<file path="src/rtl/fetch_sequencer.sv">
// rtl/fetch_sequencer.sv - PC owner and one-entry fetch register feeding decode
// Fetches from a combinational instruction memory, handles stalls, redirects and HALT.
module fetch_sequencer #(
    parameter int              PC_WIDTH    = 16,
    parameter int              INSTR_WIDTH = 16,
    parameter logic [PC_WIDTH-1:0] RESET_PC = '0,
    parameter logic [3:0]      HALT_OPCODE = 4'hD
) (
    input  logic                   clk,
    input  logic                   rst,
    input  logic                   start,
    output logic [PC_WIDTH-1:0]    pc_current,
    input  logic [INSTR_WIDTH-1:0] imem_instr,
    output logic                   if_valid,
    output logic [INSTR_WIDTH-1:0] if_instr,
    output logic [PC_WIDTH-1:0]    if_pc,
    input  logic                   id_ready,
    input  logic                   redirect_valid,
    input  logic [PC_WIDTH-1:0]    redirect_pc,
    output logic                   running,
    output logic                   halted,
    output logic [15:0]            instr_count
);

    typedef enum logic [1:0] {
        S_IDLE  = 2'd0,
        S_FETCH = 2'd1,
        S_HALT  = 2'd2
    } state_t;

    localparam logic [PC_WIDTH-1:0] PC_STEP  = PC_WIDTH'(2);
    localparam logic [PC_WIDTH-1:0] PC_ALIGN = {{(PC_WIDTH-1){1'b1}}, 1'b0};

    state_t                 state_q, state_d;
    logic [PC_WIDTH-1:0]    pc_q, pc_d;
    logic                   if_valid_q, if_valid_d;
    logic [INSTR_WIDTH-1:0] if_instr_q, if_instr_d;
    logic [PC_WIDTH-1:0]    if_pc_q, if_pc_d;
    logic [15:0]            count_q, count_d;

    logic transfer;
    logic slot_free;
    logic is_halt_word;

    assign transfer     = if_valid_q & id_ready;
    assign slot_free    = ~if_valid_q | id_ready;
    assign is_halt_word = (imem_instr[INSTR_WIDTH-1 -: 4] == HALT_OPCODE);

    always_comb begin
        state_d    = state_q;
        pc_d       = pc_q;
        if_valid_d = if_valid_q;
        if_instr_d = if_instr_q;
        if_pc_d    = if_pc_q;
        count_d    = count_q;

        // A transfer still counts when a redirect flushes the register on the same edge.
        if (transfer && (count_q != 16'hFFFF)) begin
            count_d = count_q + 16'd1;
        end

        case (state_q)
            S_IDLE: begin
                if (slot_free) begin
                    if_valid_d = 1'b0;
                end
                if (start) begin
                    state_d = S_FETCH;
                    pc_d    = RESET_PC;
                    count_d = 16'd0;
                end
            end
            S_FETCH: begin
                if (redirect_valid) begin
                    pc_d       = redirect_pc & PC_ALIGN;
                    if_valid_d = 1'b0;
                end else if (slot_free) begin
                    if_instr_d = imem_instr;
                    if_pc_d    = pc_q;
                    if_valid_d = 1'b1;
                    pc_d       = pc_q + PC_STEP;
                    if (is_halt_word) begin
                        state_d = S_HALT;
                    end
                end
            end
            S_HALT: begin
                if (redirect_valid) begin
                    state_d    = S_FETCH;
                    pc_d       = redirect_pc & PC_ALIGN;
                    if_valid_d = 1'b0;
                end else begin
                    if (slot_free) begin
                        if_valid_d = 1'b0;
                    end
                    if (start) begin
                        state_d = S_FETCH;
                        pc_d    = RESET_PC;
                        count_d = 16'd0;
                    end
                end
            end
            default: begin
                state_d    = S_IDLE;
                if_valid_d = 1'b0;
            end
        endcase
    end

    always_ff @(posedge clk) begin
        if (rst) begin
            state_q    <= S_IDLE;
            pc_q       <= RESET_PC;
            if_valid_q <= 1'b0;
            if_instr_q <= '0;
            if_pc_q    <= '0;
            count_q    <= 16'd0;
        end else begin
            state_q    <= state_d;
            pc_q       <= pc_d;
            if_valid_q <= if_valid_d;
            if_instr_q <= if_instr_d;
            if_pc_q    <= if_pc_d;
            count_q    <= count_d;
        end
    end

    assign pc_current  = pc_q;
    assign if_valid    = if_valid_q;
    assign if_instr    = if_instr_q;
    assign if_pc       = if_pc_q;
    assign instr_count = count_q;
    assign running     = (state_q == S_FETCH);
    assign halted      = (state_q == S_HALT);

endmodule

</file>
<file path="config.mk">
export PLATFORM = sky130hd
export DESIGN_NAME = fetch_sequencer
export DESIGN_NICKNAME = d
export VERILOG_FILES = /design/src/rtl/fetch_sequencer.sv
export SDC_FILE = /design/constraint.sdc
export NUM_CORES = 1
export LEC_CHECK = 0
export BUFFER_PORTS_ARGS = -buffer_cell sky130_fd_sc_hd__buf_2
export CAP_MARGIN = 10
export CORE_UTILIZATION = 55
export DETAILED_ROUTE_END_ITERATION = 8
export PLACE_DENSITY = 0.93
export RECOVER_POWER = 25
export SYNTH_ARGS = -nofsm -noshare
export SYNTH_HDL_FRONTEND = slang
export SYNTH_SLANG_ARGS = --single-unit
</file>
<file path="constraint.sdc">
create_clock -name clk -period 3.85 [get_ports clk]
set_clock_uncertainty 0.05 [all_clocks]
set_input_delay 0 -clock clk [delete_from_list [all_inputs] [get_ports clk]]
set_output_delay 0 -clock clk [all_outputs]
set_load 0.05 [all_outputs]
</file>
Yosys cells after proc, flatten, opt, wreduce, memory -nomap -nowiden
Index checks and enable logic that the tools add are counted.
W data, S select, Z words.
Word-level totals
  output and inout bits: 67
  register bits after elaboration: 67
  bits of input ports: 37
  word-level logic and storage cells: 46
Cells by class
  muxes and demuxes: 20
  $add $sub $neg: 2
  equality and inequality tests: 8
  reduce and logical (&&, ||, !) cells: 6
  bitwise operators: 4
Operators with widths (number)
  $mux W16: 7
  $pmux W16 S3: 1
  $pmux W16 S2: 1
  $add A16 B1 Y16 const B: 1
  $add A16 B2 Y16 const B: 1
  $ne A16 B16 Y1 const B: 1
  $mux W2: 5
  $pmux W2 S3: 1
  $reduce_and A3 Y1: 2
  $eq A4 B4 Y1 const B: 1
  $mux W1: 4
  $ne A2 B1 Y1 const B: 2
  $ne A3 B2 Y1 const B: 1
  $pmux W1 S3: 1
  $reduce_bool A3 Y1: 1
  $eq A2 B1 Y1 const B: 1
  $eq A2 B2 Y1 const B: 1
  $logic_not A2 Y1: 1
  $ne A2 B2 Y1 const B: 1
  $not A1 Y1: 2
  $reduce_and A2 Y1: 1
  $and A1 B1 Y1: 1
  $logic_and A1 B1 Y1: 1
  $or A1 B1 Y1: 1

Longest topological paths before layout
  depth after elaboration: 6
  gate-level depth with buffers: 9
  gate-level depth less buffers: 7

Least setup slack after synthesis
No wires, ideal clock.
  path kind: register to register
  from: register state_q[1]
  to: register pc_q[9] (netlist: pc_current[9])
  period minus slack after synthesis: 2198 ps
  data required time: 3733 ps
  slack: 1652 ps
  path buffers: 1
  setup time: 67 ps
  cell stages (with the launch flop): 9
  arrival time: 2081 ps
  cell sequence: dfxtp_1 > inv_1 > ha_1 > nand2b_1 > buf_6 > or4_4 > a41oi_2 > o21ai_1 > a21oi_2
Between the ends
  longest elaborated chain between the ends: 3
  elaborated cells between the ends (all ways): 7
  those cells by class: eq/ne: 3; mux: 1; reduce/logical: 3
Ends and longest elaborated chain
  from (decl): RTL line 34  | state_t state_q, state_d;
  from (signal assigned): RTL line 119  | state_q <= state_d;
  $eq A2 B1 Y1 (*)
  net running: RTL line 20  | output logic running,
  $ne A3 B2 Y1 (no line) or $reduce_bool A3 Y1 (tied branches)
  $reduce_and A2 Y1 (no line)
  to (signal assigned): RTL line 120  | pc_q <= pc_d;
  to (decl): RTL line 35  | logic [PC_WIDTH-1:0] pc_q, pc_d;
The timed path passes the listed nets; every way through them passes the cells marked *.
A chain may end at the register's enable or synchronous reset.

Final worst setup path
  from: register state_q[1]
  to: register if_instr_q[3] (netlist: if_instr[3])
Between the ends
  longest elaborated chain between the ends: 2
Ends and longest elaborated chain
  $eq A2 B1 Y1: RTL line 62  | case (state_q)
  $reduce_and A3 Y1 (no line)
  to (signal assigned): RTL line 122  | if_instr_q <= if_instr_d;
  to (decl): RTL line 37  | logic [INSTR_WIDTH-1:0] if_instr_q, if_instr_d;
No other way between the ends.

==> summary.txt <==
Area grow syn2layout: 25.8%
Most used DFF post-synth: dfxtp_1
Met3 GRT Util: 6.51%
Setup TNS: 0 ns
Slowest stage delay, CP: 0.81 ns
PortBufs: 102
DRC viols: 0
CTS HTree Levels: 3
Post-Syn Instances: 414
Fmax: 373 MHz
Synth area leader: dfxtp_1
Warning count from the yosys run: 0
Initial Util: 58.7%
RSZ-0062 raised after global routing: false
Antenna diode count: 0
Critical Path Fanout Max: 32
Vias: 3532
MaxCap Viol Count: 0
Die area: 6330 µm²
Post-route clock period utilization: 69.6%
Largest net degree at the start of global routing: 59
Antenna viol nets, final: 0
Vias per inst: 5.87
Final instance area: 4160 µm²
Crit path from: state_q[1]
Final Max Tran Viols: 0
Final core utilization: 73.8%
Cell breakdown of the critical path: inv_1 > ha_1 > and2b_1 > nand2_1 > nand2_1 > a21oi_1
CTS tree: done
Top-Level Pins: 104
Global route hottest layer: met2
Top cells by area, synth: dfxtp_1, nand2_1, a21oi_1, xnor2_1, nor2_1
Synth cell types: 59
Critical Path Slowest Stage Cell: nand2_1
Max-slew headroom: 27.4%
Vias in the first global route: 3197
Leakage: 1.54 nW
Rows: 27
Mean post-synth cell area: 7.99 µm²
Synth Net Count: 457
R2R depth: 6
Cts bufs inserted: 9
Setup CP Type: register to register
Gr ovfl total: 0
Synthesis-stage register bit count: 67
Worst reg2reg startpoint: state_q[1]
Gr usage total: 29.6%
Placed Area: 3810 µm²
Core ar.: 5640 µm²
Cell Area, Synth: 3310 µm²
Pwr Density: 350 nW/µm²
Hold Path Stages: 5
WP data required: 3.96 ns
Die H: 79.6 µm
Clock Tree Buf Depth: 2
Critical path's most frequent cell: nand2_1
Final Hold Vio Count: 0
Critical hold path startpoint: redirect_pc[15]
Global-route wire length before repair: 14.6 mm
CTS root buffer: clkbuf_8
Startpoint types: register
WP data arrival: 2.79 ns
Die W: 79.6 µm
Peak VDD IR: 281 µV
Design Power: 1.46 mW
Flop-to-flop setup slack: 1.17 ns
Tmin final: 2.68 ns
Post-DP HPWL: 6.06 mm
Share of the synthesized area in the top cell type: 40.5%
GR Layer Usage met1: 36.1%
# clock sinks: 67
Clock latency on the worst-skew pair: 0.33 ns
Clock transition at path regs: 0.07 ns
Outcome: finished clean
Final WL: 9.43 mm
Min-Delay Path Class: input port to register
Reg-to-reg critical path endpoint: if_instr[3]
Seq/Total Area, Yosys: 40.5%
Routability congestion estimate: 0.864
WHS Endpoint: pc_current[15]
First drt pass iteration count: 5
Iteration-0 DRC Markers: 331
Final setup fails: 0
Setup bufs post-CTS: 0
Layout cells sized above 1: 18.7%
Routed WL per cell: 15.7 µm
Antenna violations before repair: 0
Asr flop ratio synth: 0%
Met2 usage: 50.0%
Worst setup EP type: register
Number of synthesized flops with an enable pin: 0
Fin nets: 569
Worst Tran Pin Value: 1.09 ns
[sequential cells by signal, summed over array words and instances, names as in the netlist]
| name | count |
|---|---|
| if_instr | 16 |
| if_pc | 16 |
| if_valid | 1 |
| instr_count | 16 |
| pc_current | 16 |
| state_q | 2 |
[what timing repair did]
item / 4_1_cts / 5_1_grt
hold buffers: 21 / 0
hold endpoints to repair: 21 / 0
gates resized for setup: 0 / 0
[synthesized netlist by cell type, types with 2 or more instances]
library cell,instances
o2bb2ai_1,2
xor2_1,3
and4_1,4
nand4_1,5
nor3_1,14
clkbuf_1,14
inv_1,10
nor4_1,4
nand2_1,90
or4_1,2
a211oi_1,2
ha_1,6
nand3_1,13
nor3b_1,3
a222oi_1,2
and2_1,2
nor2b_1,2
a22oi_1,7
a21oi_1,43
a32oi_1,4
o21ai_0,10
and3_1,6
o31ai_1,4
nand2b_1,4
a221oi_1,2
dfxtp_1,67
buf_2,5
nor4_2,3
nor4b_2,3
a22o_1,2
xnor2_1,15
o21ai_1,2
nor2_1,32
nand3_2,2
[kinds of logic (layout without fill, tap and decap cells)]
| logic type | Yosys count | count (layout) | share of synthesized area (%) |
|---|---|---|---|
| compound gates | 94 | 94 | 18.5 |
| fa+ha+maj | 6 | 6 | 2.27 |
| flops | 67 | 67 | 40.5 |
| simple gates | 196 | 196 | 29.6 |
| xor+xnor | 18 | 18 | 4.76 |
| buf+inv | 33 | 149 | 4.31 |
[where the power goes]
group | switching [mW] | internal, mW
Sequential | 0.0131 | 0.706
Combinational | 0.138 | 0.0631
Clock | 0.252 | 0.284
[layout make-up]
type                    count  area [µm²]
multi-input cells         314        1830
inverters                  10        37.5
well taps                  72        90.1
flip-flops and latches     67        1340
fillers                   458        1480
clock buffers              14         173
clock inverters             1        7.51
repair buffers            124         687
[per-stage QoR]
step	instances	hold WS [ns]	setup WS, ns
after global placement	566	0.195	1.33
after CTS	602	0.00383	1.21
after global routing	602	0.0297	0.951
after floorplan	414	0.0860	1.65
after detailed placement	566	0.200	1.23
final	602	0.0235	1.17
[layout by cell type (no fill, tap or decap), types with 3 or more instances in the layout]
| cell | n |
|---|---|
| nand2_1 | 90 |
| buf_2 | 69 |
| dfxtp_1 | 67 |
| a21oi_1 | 43 |
| clkbuf_1 | 35 |
| nor2_1 | 31 |
| dlygate4sd3_1 | 21 |
| xnor2_1 | 15 |
| nor3_1 | 14 |
| nand3_1 | 13 |
| clkbuf_8 | 12 |
| inv_1 | 10 |
| o21ai_0 | 10 |
| a22oi_1 | 7 |
| and3_1 | 6 |
| ha_1 | 6 |
| nand4_1 | 5 |
| nand2b_1 | 4 |
| a32oi_1 | 4 |
| and4_1 | 4 |
| o31ai_1 | 4 |
| nor4_1 | 4 |
| nor3b_1 | 3 |
| xor2_1 | 3 |
| nor4_2 | 3 |
| nor4b_2 | 3 |
[critical path, delay by kind of cell (launching register included)]
family / cells / cell delay, ns
adder cells (fa/ha/maj): 1 / 0.29
buffers and inverters: 1 / 0.09
AO/OA/AOI/OAI: 1 / 0.09
flip-flops: 1 / 0.34
AND/OR/NAND/NOR: 3 / 1.65
[layer usage]
metal  wire, µm  vias up  share of wire, %
met5          0        -                 0
met4        164        0               1.7
met3        770       22               8.2
met2       4550      186                48
met1       3940     1637                42
li1           -     1687                 -
[how the worst max path moves through the flow]
stage	endpoint	depth (start not counted)
2_1_floorplan	pc_current[9]	8
3_3_place_gp	if_instr[9]	6
3_5_place_dp	if_instr[3]	6
4_1_cts	if_instr[3]	6
5_1_grt	if_pc[12]	6
6_report	if_instr[3]	6
Power figures use the tool's default switching activity.
